<file path="src/rtl/traffic_pkg.sv">
// Shared definitions for the traffic light controller.
// Holds the state encodings, the {R,Y,G} light constants, the time_sel codes
// and the default interval width.
package traffic_pkg;

  localparam int TW_DEF = 4;

  typedef enum logic [2:0] {
    S_MG   = 3'd0,
    S_MY   = 3'd1,
    S_WALK = 3'd2,
    S_SG   = 3'd3,
    S_SY   = 3'd4
  } state_t;

  // Lights are {R,Y,G}, one-hot.
  localparam logic [2:0] RED = 3'b100;
  localparam logic [2:0] YEL = 3'b010;
  localparam logic [2:0] GRN = 3'b001;

  localparam logic [1:0] SEL_BASE = 2'd0;
  localparam logic [1:0] SEL_EXT  = 2'd1;
  localparam logic [1:0] SEL_YEL  = 2'd2;
  localparam logic [1:0] SEL_RSVD = 2'd3;

endpackage

</file>
<file path="src/rtl/traffic_interval_timer.sv">
// interval_timer: loadable TW-bit down-counter used to time each phase.
// Ports:
//   clk      in      rising-edge clock
//   tick     in      timebase enable; decrements while cnt > 0
//   load     in      load load_val (wins over tick)
//   load_val in  TW  value loaded (interval - 1)
//   expired  out     tick seen while cnt == 0 (phase is over)
module interval_timer
  import traffic_pkg::*;
#(
  parameter int TW = TW_DEF
) (
  input  logic          clk,
  input  logic          tick,
  input  logic          load,
  input  logic [TW-1:0] load_val,
  output logic          expired
);

  logic [TW-1:0] cnt;

  // The owner asserts load in its reset cycle, so no local reset is needed.
  always_ff @(posedge clk) begin
    if (load)
      cnt <= load_val;
    else if (tick && (cnt != '0))
      cnt <= cnt - TW'(1);
  end

  assign expired = tick && (cnt == '0);

endmodule

</file>
<file path="src/rtl/traffic_fsm.sv">
// traffic_fsm: main sequencing FSM of the traffic light controller.
// Cycles MG -> MY -> [WALK] -> SG (one optional extension) -> SY -> MG, with
// phase lengths from a reprogrammable base/ext/yellow interval register set.
// Optional feature macro: TRAFFIC_WALK_EN enables the pedestrian WALK phase;
// without it wr_sync is ignored and walk_lamp stays 0.
// Ports:
//   clk, reset          clock and synchronous active-high reset
//   tick                one-cycle timebase enable
//   sensor_sync         side-street vehicle present
//   wr_sync             pedestrian walk request
//   prog_sync           interval write strobe (also restarts at S_MG)
//   time_sel[1:0]       0 base, 1 ext, 2 yellow, 3 reserved
//   time_value[TW-1:0]  interval to write (0 stored as 1)
//   main_lights[2:0]    main street {R,Y,G}
//   side_lights[2:0]    side street {R,Y,G}
//   walk_lamp           walk indicator
//   state_out[2:0]      current state encoding
module traffic_fsm
  import traffic_pkg::*;
#(
  parameter int T_BASE = 6,
  parameter int T_EXT  = 3,
  parameter int T_YEL  = 2,
  parameter int TW     = TW_DEF
) (
  input  logic          clk,
  input  logic          reset,
  input  logic          tick,
  input  logic          sensor_sync,
  input  logic          wr_sync,
  input  logic          prog_sync,
  input  logic [1:0]    time_sel,
  input  logic [TW-1:0] time_value,
  output logic [2:0]    main_lights,
  output logic [2:0]    side_lights,
  output logic          walk_lamp,
  output logic [2:0]    state_out
);

`ifdef TRAFFIC_WALK_EN
  localparam bit WALK_EN = 1'b1;
`else
  localparam bit WALK_EN = 1'b0;
`endif

  state_t        state, next_state;
  logic [TW-1:0] t_base, t_ext, t_yel;
  logic [TW-1:0] prog_val, new_base;
  logic [TW-1:0] tmr_val;
  logic          tmr_load, expired;
  logic          ext_done, ext_grant;
  logic          walk_pending;
  logic [2:0]    main_d, side_d;
  logic          walk_d;

  // A zero interval would mean a zero-length phase; clamp to one tick.
  assign prog_val = (time_value == '0) ? TW'(1) : time_value;
  // The restart after a write must already see the freshly written base.
  assign new_base = (time_sel == SEL_BASE) ? prog_val : t_base;

  always_ff @(posedge clk) begin
    if (reset) begin
      t_base <= TW'(T_BASE);
      t_ext  <= TW'(T_EXT);
      t_yel  <= TW'(T_YEL);
    end else if (prog_sync) begin
      case (time_sel)
        SEL_BASE: t_base <= prog_val;
        SEL_EXT:  t_ext  <= prog_val;
        SEL_YEL:  t_yel  <= prog_val;
        default:  ;
      endcase
    end
  end

  interval_timer #(.TW(TW)) u_timer (
    .clk      (clk),
    .tick     (tick),
    .load     (tmr_load),
    .load_val (tmr_val),
    .expired  (expired)
  );

  assign ext_grant = sensor_sync && !ext_done;

  always_ff @(posedge clk) begin
    if (reset || prog_sync)
      ext_done <= 1'b0;
    else if (expired && (state == S_SG))
      ext_done <= ext_grant;  // set when extending, cleared when leaving
  end

`ifdef TRAFFIC_WALK_EN
  logic walk_enter;
  assign walk_enter = (next_state == S_WALK) && (state != S_WALK);

  // Entry clears the flag even if wr_sync is high in that same cycle.
  always_ff @(posedge clk) begin
    if (reset)
      walk_pending <= 1'b0;
    else if (walk_enter)
      walk_pending <= 1'b0;
    else if (wr_sync && (state != S_WALK))
      walk_pending <= 1'b1;
  end
`else
  logic unused_wr;
  assign unused_wr    = wr_sync;
  assign walk_pending = 1'b0;
`endif

  // State and registered outputs update on the same edge.
  always_ff @(posedge clk) begin
    if (reset) begin
      state       <= S_MG;
      main_lights <= GRN;
      side_lights <= RED;
      walk_lamp   <= 1'b0;
    end else begin
      state       <= next_state;
      main_lights <= main_d;
      side_lights <= side_d;
      walk_lamp   <= walk_d;
    end
  end

  assign state_out = state;

  // Next state plus the counter reload for the phase being entered.
  always_comb begin
    next_state = state;
    tmr_load   = 1'b0;
    tmr_val    = t_base - TW'(1);
    if (reset) begin
      next_state = S_MG;
      tmr_load   = 1'b1;
      tmr_val    = TW'(T_BASE - 1);
    end else if (prog_sync) begin
      next_state = S_MG;
      tmr_load   = 1'b1;
      tmr_val    = new_base - TW'(1);
    end else if (expired) begin
      tmr_load = 1'b1;
      case (state)
        S_MG: begin
          next_state = S_MY;
          tmr_val    = t_yel - TW'(1);
        end
        S_MY: begin
          if (walk_pending) begin
            next_state = S_WALK;
            tmr_val    = t_ext - TW'(1);
          end else begin
            next_state = S_SG;
          end
        end
        S_WALK: next_state = S_SG;
        S_SG: begin
          if (ext_grant) begin
            tmr_val = t_ext - TW'(1);
          end else begin
            next_state = S_SY;
            tmr_val    = t_yel - TW'(1);
          end
        end
        S_SY:    next_state = S_MG;
        default: next_state = S_MG;
      endcase
    end
  end

  // Light decode of the state being entered, registered above.
  always_comb begin
    main_d = RED;
    side_d = RED;
    walk_d = 1'b0;
    case (next_state)
      S_MG:    main_d = GRN;
      S_MY:    main_d = YEL;
      S_WALK:  walk_d = WALK_EN;
      S_SG:    side_d = GRN;
      S_SY:    side_d = YEL;
      default: main_d = GRN;
    endcase
  end

endmodule

</file>
<file path="config.mk">
export PLATFORM = sky130hd
export DESIGN_NAME = traffic_fsm
export DESIGN_NICKNAME = d
export VERILOG_FILES = /design/src/rtl/traffic_pkg.sv /design/src/rtl/traffic_interval_timer.sv /design/src/rtl/traffic_fsm.sv
export SDC_FILE = /design/constraint.sdc
export NUM_CORES = 1
export LEC_CHECK = 0
export CAP_MARGIN = 0
export CORE_MARGIN = 2
export CORE_UTILIZATION = 25
export CTS_BUF_LIST = sky130_fd_sc_hd__clkbuf_4 sky130_fd_sc_hd__clkbuf_8
export DETAILED_ROUTE_END_ITERATION = 7
export DONT_BUFFER_PORTS = 1
export PLACE_DENSITY_LB_ADDON = 0.12
export SLEW_MARGIN = 10
export SYNTH_ARGS = -nofsm -noshare
export SYNTH_HDL_FRONTEND = slang
export SYNTH_SLANG_ARGS = --single-unit
export TNS_END_PERCENT = 10
</file>
<file path="constraint.sdc">
create_clock -name clk -period 5.4 [get_ports clk]
set_input_delay 1.35 -clock clk [delete_from_list [all_inputs] [get_ports clk]]
set_output_delay 1.35 -clock clk [all_outputs]
set_load 0.02 [all_outputs]
</file>
## Word level (Yosys, flattened, before mapping)

Index checks and enable logic that the tools add are counted.

- Multipliers: 0
- Order comparisons: 0
- Div/mod/pow operators: 0
- Reductions and logical operators: 16
- Mux-type cells: 19
- Equal/unequal tests: 9
- Bitwise operators: 0
- Shift-type cells: 0
- Add/subtract/negate cells: 5

Operators with widths:

| cell | number |
|---|---|
| $mux W4 | 8 |
| $sub A4 B1 Y4 const B | 5 |
| $eq A3 B2 Y1 const B | 4 |
| $mux W3 | 4 |
| $pmux W3 S2 | 2 |
| $pmux W3 S3 | 1 |
| $logic_not A4 Y1 | 2 |
| $pmux W4 S2 | 1 |
| $eq A3 B1 Y1 const B | 2 |
| $logic_and A1 B1 Y1 | 4 |
| $reduce_and A2 Y1 | 2 |
| $reduce_bool A4 Y1 | 1 |
| $eq A3 B3 Y1 const B | 1 |
| $logic_not A3 Y1 | 1 |
| $mux W1 | 3 |
| $reduce_or A3 Y1 | 1 |
| $eq A2 B1 Y1 const B | 1 |
| $eq A2 B2 Y1 const B | 1 |
| $logic_not A2 Y1 | 1 |
| $reduce_bool A2 Y1 | 1 |
| $reduce_or A2 Y1 | 1 |
| $logic_not A1 Y1 | 1 |
| $logic_or A1 B1 Y1 | 1 |

- ROM bits: 0
- Flip-flop bits (word level): 26
- Input bits: 12
- Bits in latches: 0
- Memories kept: 0
- Output and inout port bits: 10
- Memory bits (writable): 0

## Logic depth before layout (Yosys ltp)

- Word-level depth: 10
- Mapped depth: 8
- Depth with buffers taken out: 7

## Hierarchy

Synthesis repeated with hierarchy kept, for this count alone.

- Cell total of the unflattened synthesis: 180
- Area, all modules: 1498.9 um^2

Modules (own cells, without submodules):

| module | instances | seq. area each (um^2) | cells an instance | area each (um^2) |
|---|---|---|---|---|
| traffic_fsm | 1 | 440.4 | 157 | 1260.0 |
| interval_timer | 1 | 120.1 | 23 | 239.0 |

## Worst setup path before layout

Ideal clock, no wire load.

- Kind: input -> register
- Start: input time_sel[1]
- End: register u_timer.cnt[2], data pin
- Data arrival time: 2.516 ns
- Path slack: 2.615 ns
- Library setup time: 0.268 ns
- Required time: 5.132 ns
- Stages: 6
- Cell sequence: nor2_1 > mux2_2 > ha_1 > xnor2_1 > a21oi_1 > o31ai_1

- Longest elaborated chain between the ends: 6

Ends and longest elaborated chain:

| item | RTL line | text |
|---|---|---|
| start, declared | traffic_fsm.sv:32 | `input logic [1:0] time_sel,` |
| $logic_not A2 Y1 | traffic_fsm.sv:59 | `assign new_base = (time_sel == SEL_BASE) ? prog_val : t_base;` |
| $mux W4 | - |  |
| $sub A4 B1 Y4 | traffic_fsm.sv:141 | `tmr_val = new_base - TW'(1);` |
| $mux W4 | traffic_fsm.sv:138 | `end else if (prog_sync) begin` |
| $mux W4 | traffic_fsm.sv:134 | `if (reset) begin` |
| $mux W4 | traffic_interval_timer.sv:24 | `if (load)` |
| end signal, assigned | traffic_interval_timer.sv:25 | `cnt <= load_val;` |
| end signal, assigned | traffic_interval_timer.sv:27 | `cnt <= cnt - TW'(1);` |
| end, declared | traffic_interval_timer.sv:20 | `logic [TW-1:0] cnt;` |

Every way passes these cells.
A chain may end at the register's enable or synchronous reset.

## Final worst setup path

Same ends and word-level chain as after synthesis.

==> summary.md <==
| Metric | Value |
|---|---|
| Ratio of final minimum period to clock period | 48.4% |
| Slew Viols, Final | 0 |
| Vias in the first global route | 1,163 |
| Site Rows | 28 |
| M3 GR Usage | 3.36% |
| Place WS | 2.50 ns |
| GR Overflow Total | 0 |
| Ys Warns | 0 |
| GPL Wtd Cong | 0.768 |
| Setup WS post-layout | 2.79 ns |
| Avg Cell Area, Syn | 9.29 µm² |
| Ranking of synthesized cells by area | dfxtp_1 (28%), edfxtp_1 (7.6%), nor2_1 (5.2%) |
| Ant diodes | 0 |
| Setup bufs post-CTS | 0 |
| Final nets | 184 |
| Maximum clock rate | 383 MHz |
| Core area | 6030 µm² |
| GR Util met2 | 16.9% |
| Max VDD drop | 95.4 µV |
| Full die area | 6970 µm² |
| Crit-path cells | nor2_1, mux2_2, ha_1, xnor2_1, a21oi_1, o31ai_1 |
| Nature of the critical path endpoint | flop |
| Drt first pass iters | 4 |
| First-pass GRT wire length | 5750 µm |
| Int Pwr | 0.325 mW |
| CTS resizes | 0 |
| Actual slew at the worst max-slew pin | 0.663 ns |
| Yosys cell types | 50 |
| Worst Hold Margin | 0.504 ns |
| Mux contribution to synthesized area | 6.58% |
| Mapped Cells | 170 |
| Clock Sink Count | 26 |
| Layout cells sized above 1 | 13.9% |
| Worst Path Required | 5.43 ns |
| Largest net degree at the start of global routing | 21 |
| Reg clk slew, reported paths | 0.09 ns |
| CTS tree | yes |
| Hold buffer count at CTS | 0 |
| Global route hottest layer | met2 |
| Comb power frac | 11.1% |
| DP Wirelength | 2730 µm |
| Synth top area share | 27.9% |
| Setup TNS | 0 ns |
| Drt first-iter violations | 34 |
| DIE WIDTH | 83.5 µm |
| Clock buffer depth | 2 |
| Post-Synth Adder-Cell Area | 4.75% |
| I/O Pins | 22 |
| H-tree depth reported by CTS | 1 |
| Final setup fails | 0 |
| Via count | 1,145 |
| Maxcap violations | 0 |
| Register area share after synthesis | 35.5% |
| Avg Vias per Cell | 4.77 |
| Post-Synth XOR/XNOR Area | 6.10% |
| Slew HR | 55.7% |
| Clock share of power | 39.0% |
| Clock Skew | 0.00300 ns |
| Largest family of logic cells by synthesized area | simple AND/OR/NAND/NOR gates |
| CP arrival | 2.64 ns |
| Synthesized area | 1580 µm² |
| Gr usage total | 10.3% |
| Power Density | 249 nW/µm² |
| Worst path slowest cell | mux2_2 |
| Grt met1 use | 12.6% |
| Mapped Nets | 188 |
| Critical Path Source Type | input pin |
| Simple-gate portion of the synthesized area | 21.3% |
| Die H | 83.5 µm |
| Buf+Inv Stages, Crit Path | 0 |
| DRT antenna net count | 0 |
| DRT Wirelength | 3510 µm |
| Final Critical Period | 2.61 ns |
| Switching share of total power | 22.7% |
| Yosys reg bits | 26 |
| Lkg Pwr | 0.667 nW |
| Post-synthesis compound-gate area fraction | 19.3% |
| Status | completed |
| Hold Fails Final Rpt | 0 |
| Sw Pwr | 0.0954 mW |
| Area Growth Syn to Fin | 6.81% |
| Initial antenna violation count | 0 |
| Crit path kind | in2reg |
| HP Class | reg2reg |
| Buffers on Ports | 0 |
| CTS buffer count | 3 |
| Reg power frac | 49.9% |
| CTS root buffer | clkbuf_8 |
| Post-synth top area cell | dfxtp_1 |
| Worst-skew pair later-pin latency | 0.27 ns |
| RSZ-0062 raised after global routing | false |
| CP max stage delay | 0.41 ns |
| Total power | 0.421 mW |
| Starting Density | 26.2% |
| DRC viols | 0 |
| Crit-path max FO | 5 |
| CP top delay family | multiplexers |
| # fillers | 654 |
| DR WL/cell | 14.6 µm |
==> tightest hold or removal path, stage by stage, from the launching register on <==
cell and delay (ns):
dfxtp_1 0.32, o21ai_0 0.07, a21oi_1 0.07
==> path summary, 6_finish.rpt <==
path                            startpoint                        to  slack, ns  cells past startpoint
setup / recovery               time_sel[1]  u_timer.cnt[2]$_DFFE_PP_       2.79                      6
hold / removal       ext_done$_SDFFE_PP0P_     ext_done$_SDFFE_PP0P_       0.50                      2
setup reg to reg  u_timer.cnt[0]$_DFFE_PP_  u_timer.cnt[0]$_DFFE_PP_       3.28                      7
hold reg to reg      ext_done$_SDFFE_PP0P_     ext_done$_SDFFE_PP0P_       0.50                      2
==> metrics by stage <==
stage	cell area (µm²)	utilization (%)	instances
global placement	1620	26.8	236
CTS	1690	28.0	240
finish	1690	28.0	240
global route	1690	28.0	240
floorplan	1580	-	170
detailed placement	1620	26.8	236
==> kinds of logic (layout without fill, tap and decap cells) <==
family | Yosys count | in the layout
mux | 10 | 10
fa+ha+maj | 6 | 6
buf+inv | 20 | 15
xor+xnor | 11 | 11
simple gates | 56 | 56
other cells | 1 | 1
compound gates | 40 | 40
flops | 26 | 26
==> power groups by stage <==
| stage | logic, mW | clock network, mW | registers, mW |
|---|---|---|---|
| 3_5_place_dp | 0.0471 | 0 | 0.214 |
| 4_1_cts | 0.0475 | 0.169 | 0.210 |
| 2_1_floorplan | 0.0431 | 0 | 0.213 |
| 5_1_grt | 0.0529 | 0.178 | 0.211 |
| 3_3_place_gp | 0.0465 | 0 | 0.214 |
| 6_report | 0.0468 | 0.164 | 0.210 |
==> placed cells by master, fill, tap and decap left out, types with 2 or more instances in the layout <==
| cell type | count |
|---|---|
| o21ai_0 | 7 |
| a211oi_1 | 2 |
| clkbuf_8 | 3 |
| edfxtp_1 | 4 |
| a211o_1 | 3 |
| inv_1 | 11 |
| a211oi_4 | 2 |
| xor2_1 | 2 |
| or3_1 | 2 |
| ha_1 | 6 |
| xnor2_1 | 9 |
| mux2_2 | 3 |
| nand2b_1 | 4 |
| nor2_1 | 22 |
| nor3_1 | 9 |
| nand2_1 | 4 |
| mux2i_1 | 7 |
| dfxtp_1 | 22 |
| a21oi_1 | 13 |
| o21ai_1 | 2 |
| nand3b_1 | 2 |
==> registers in the layout, indices dropped and copies added, names as in the netlist <==
name / count
side_lights: 3
ext_done: 1
main_lights: 3
t_ext: 4
t_base: 4
t_yel: 4
state_out: 3
u_timer.cnt: 4
==> synth_stat cells, drive strengths merged <==
cell type / n
a2111oi: 1
a211o: 3
a211oi: 4
a21o: 1
a21oi: 15
a221o: 1
and2: 1
and2b: 1
and3: 1
and4bb: 1
buf: 6
clkbuf: 3
conb: 1
dfxtp: 22
edfxtp: 4
ha: 6
inv: 11
mux2: 3
mux2i: 7
nand2: 5
nand2b: 4
nand3b: 3
nand4bb: 1
nor2: 22
nor2b: 1
nor3: 10
nor3b: 1
nor4: 1
o2111ai: 1
o21ai: 9
o21bai: 1
o22ai: 1
o311ai: 1
o31ai: 2
or2: 2
or3: 2
xnor2: 9
xor2: 2
==> area by class of cell <==
class / instances / area [µm²] / area share [%]
Clock buffer: 3 / 41.3 / 2.45
Clock inverter: 1 / 30.0 / 1.78
Tap cell: 75 / 93.8 / 5.56
Inverter: 11 / 41.3 / 2.45
Multi-Input combinational cell: 124 / 920 / 54.5
Sequential cell: 26 / 561 / 33.2
==> routing by layer <==
metal  vias to the layer above  part of all wire (%)
met4                         0                   1.5
met1                       535                    46
li1                        579                     -
met5                         -                     0
met3                         5                   6.4
met2                        26                    46
Power figures use the tool's default switching activity.
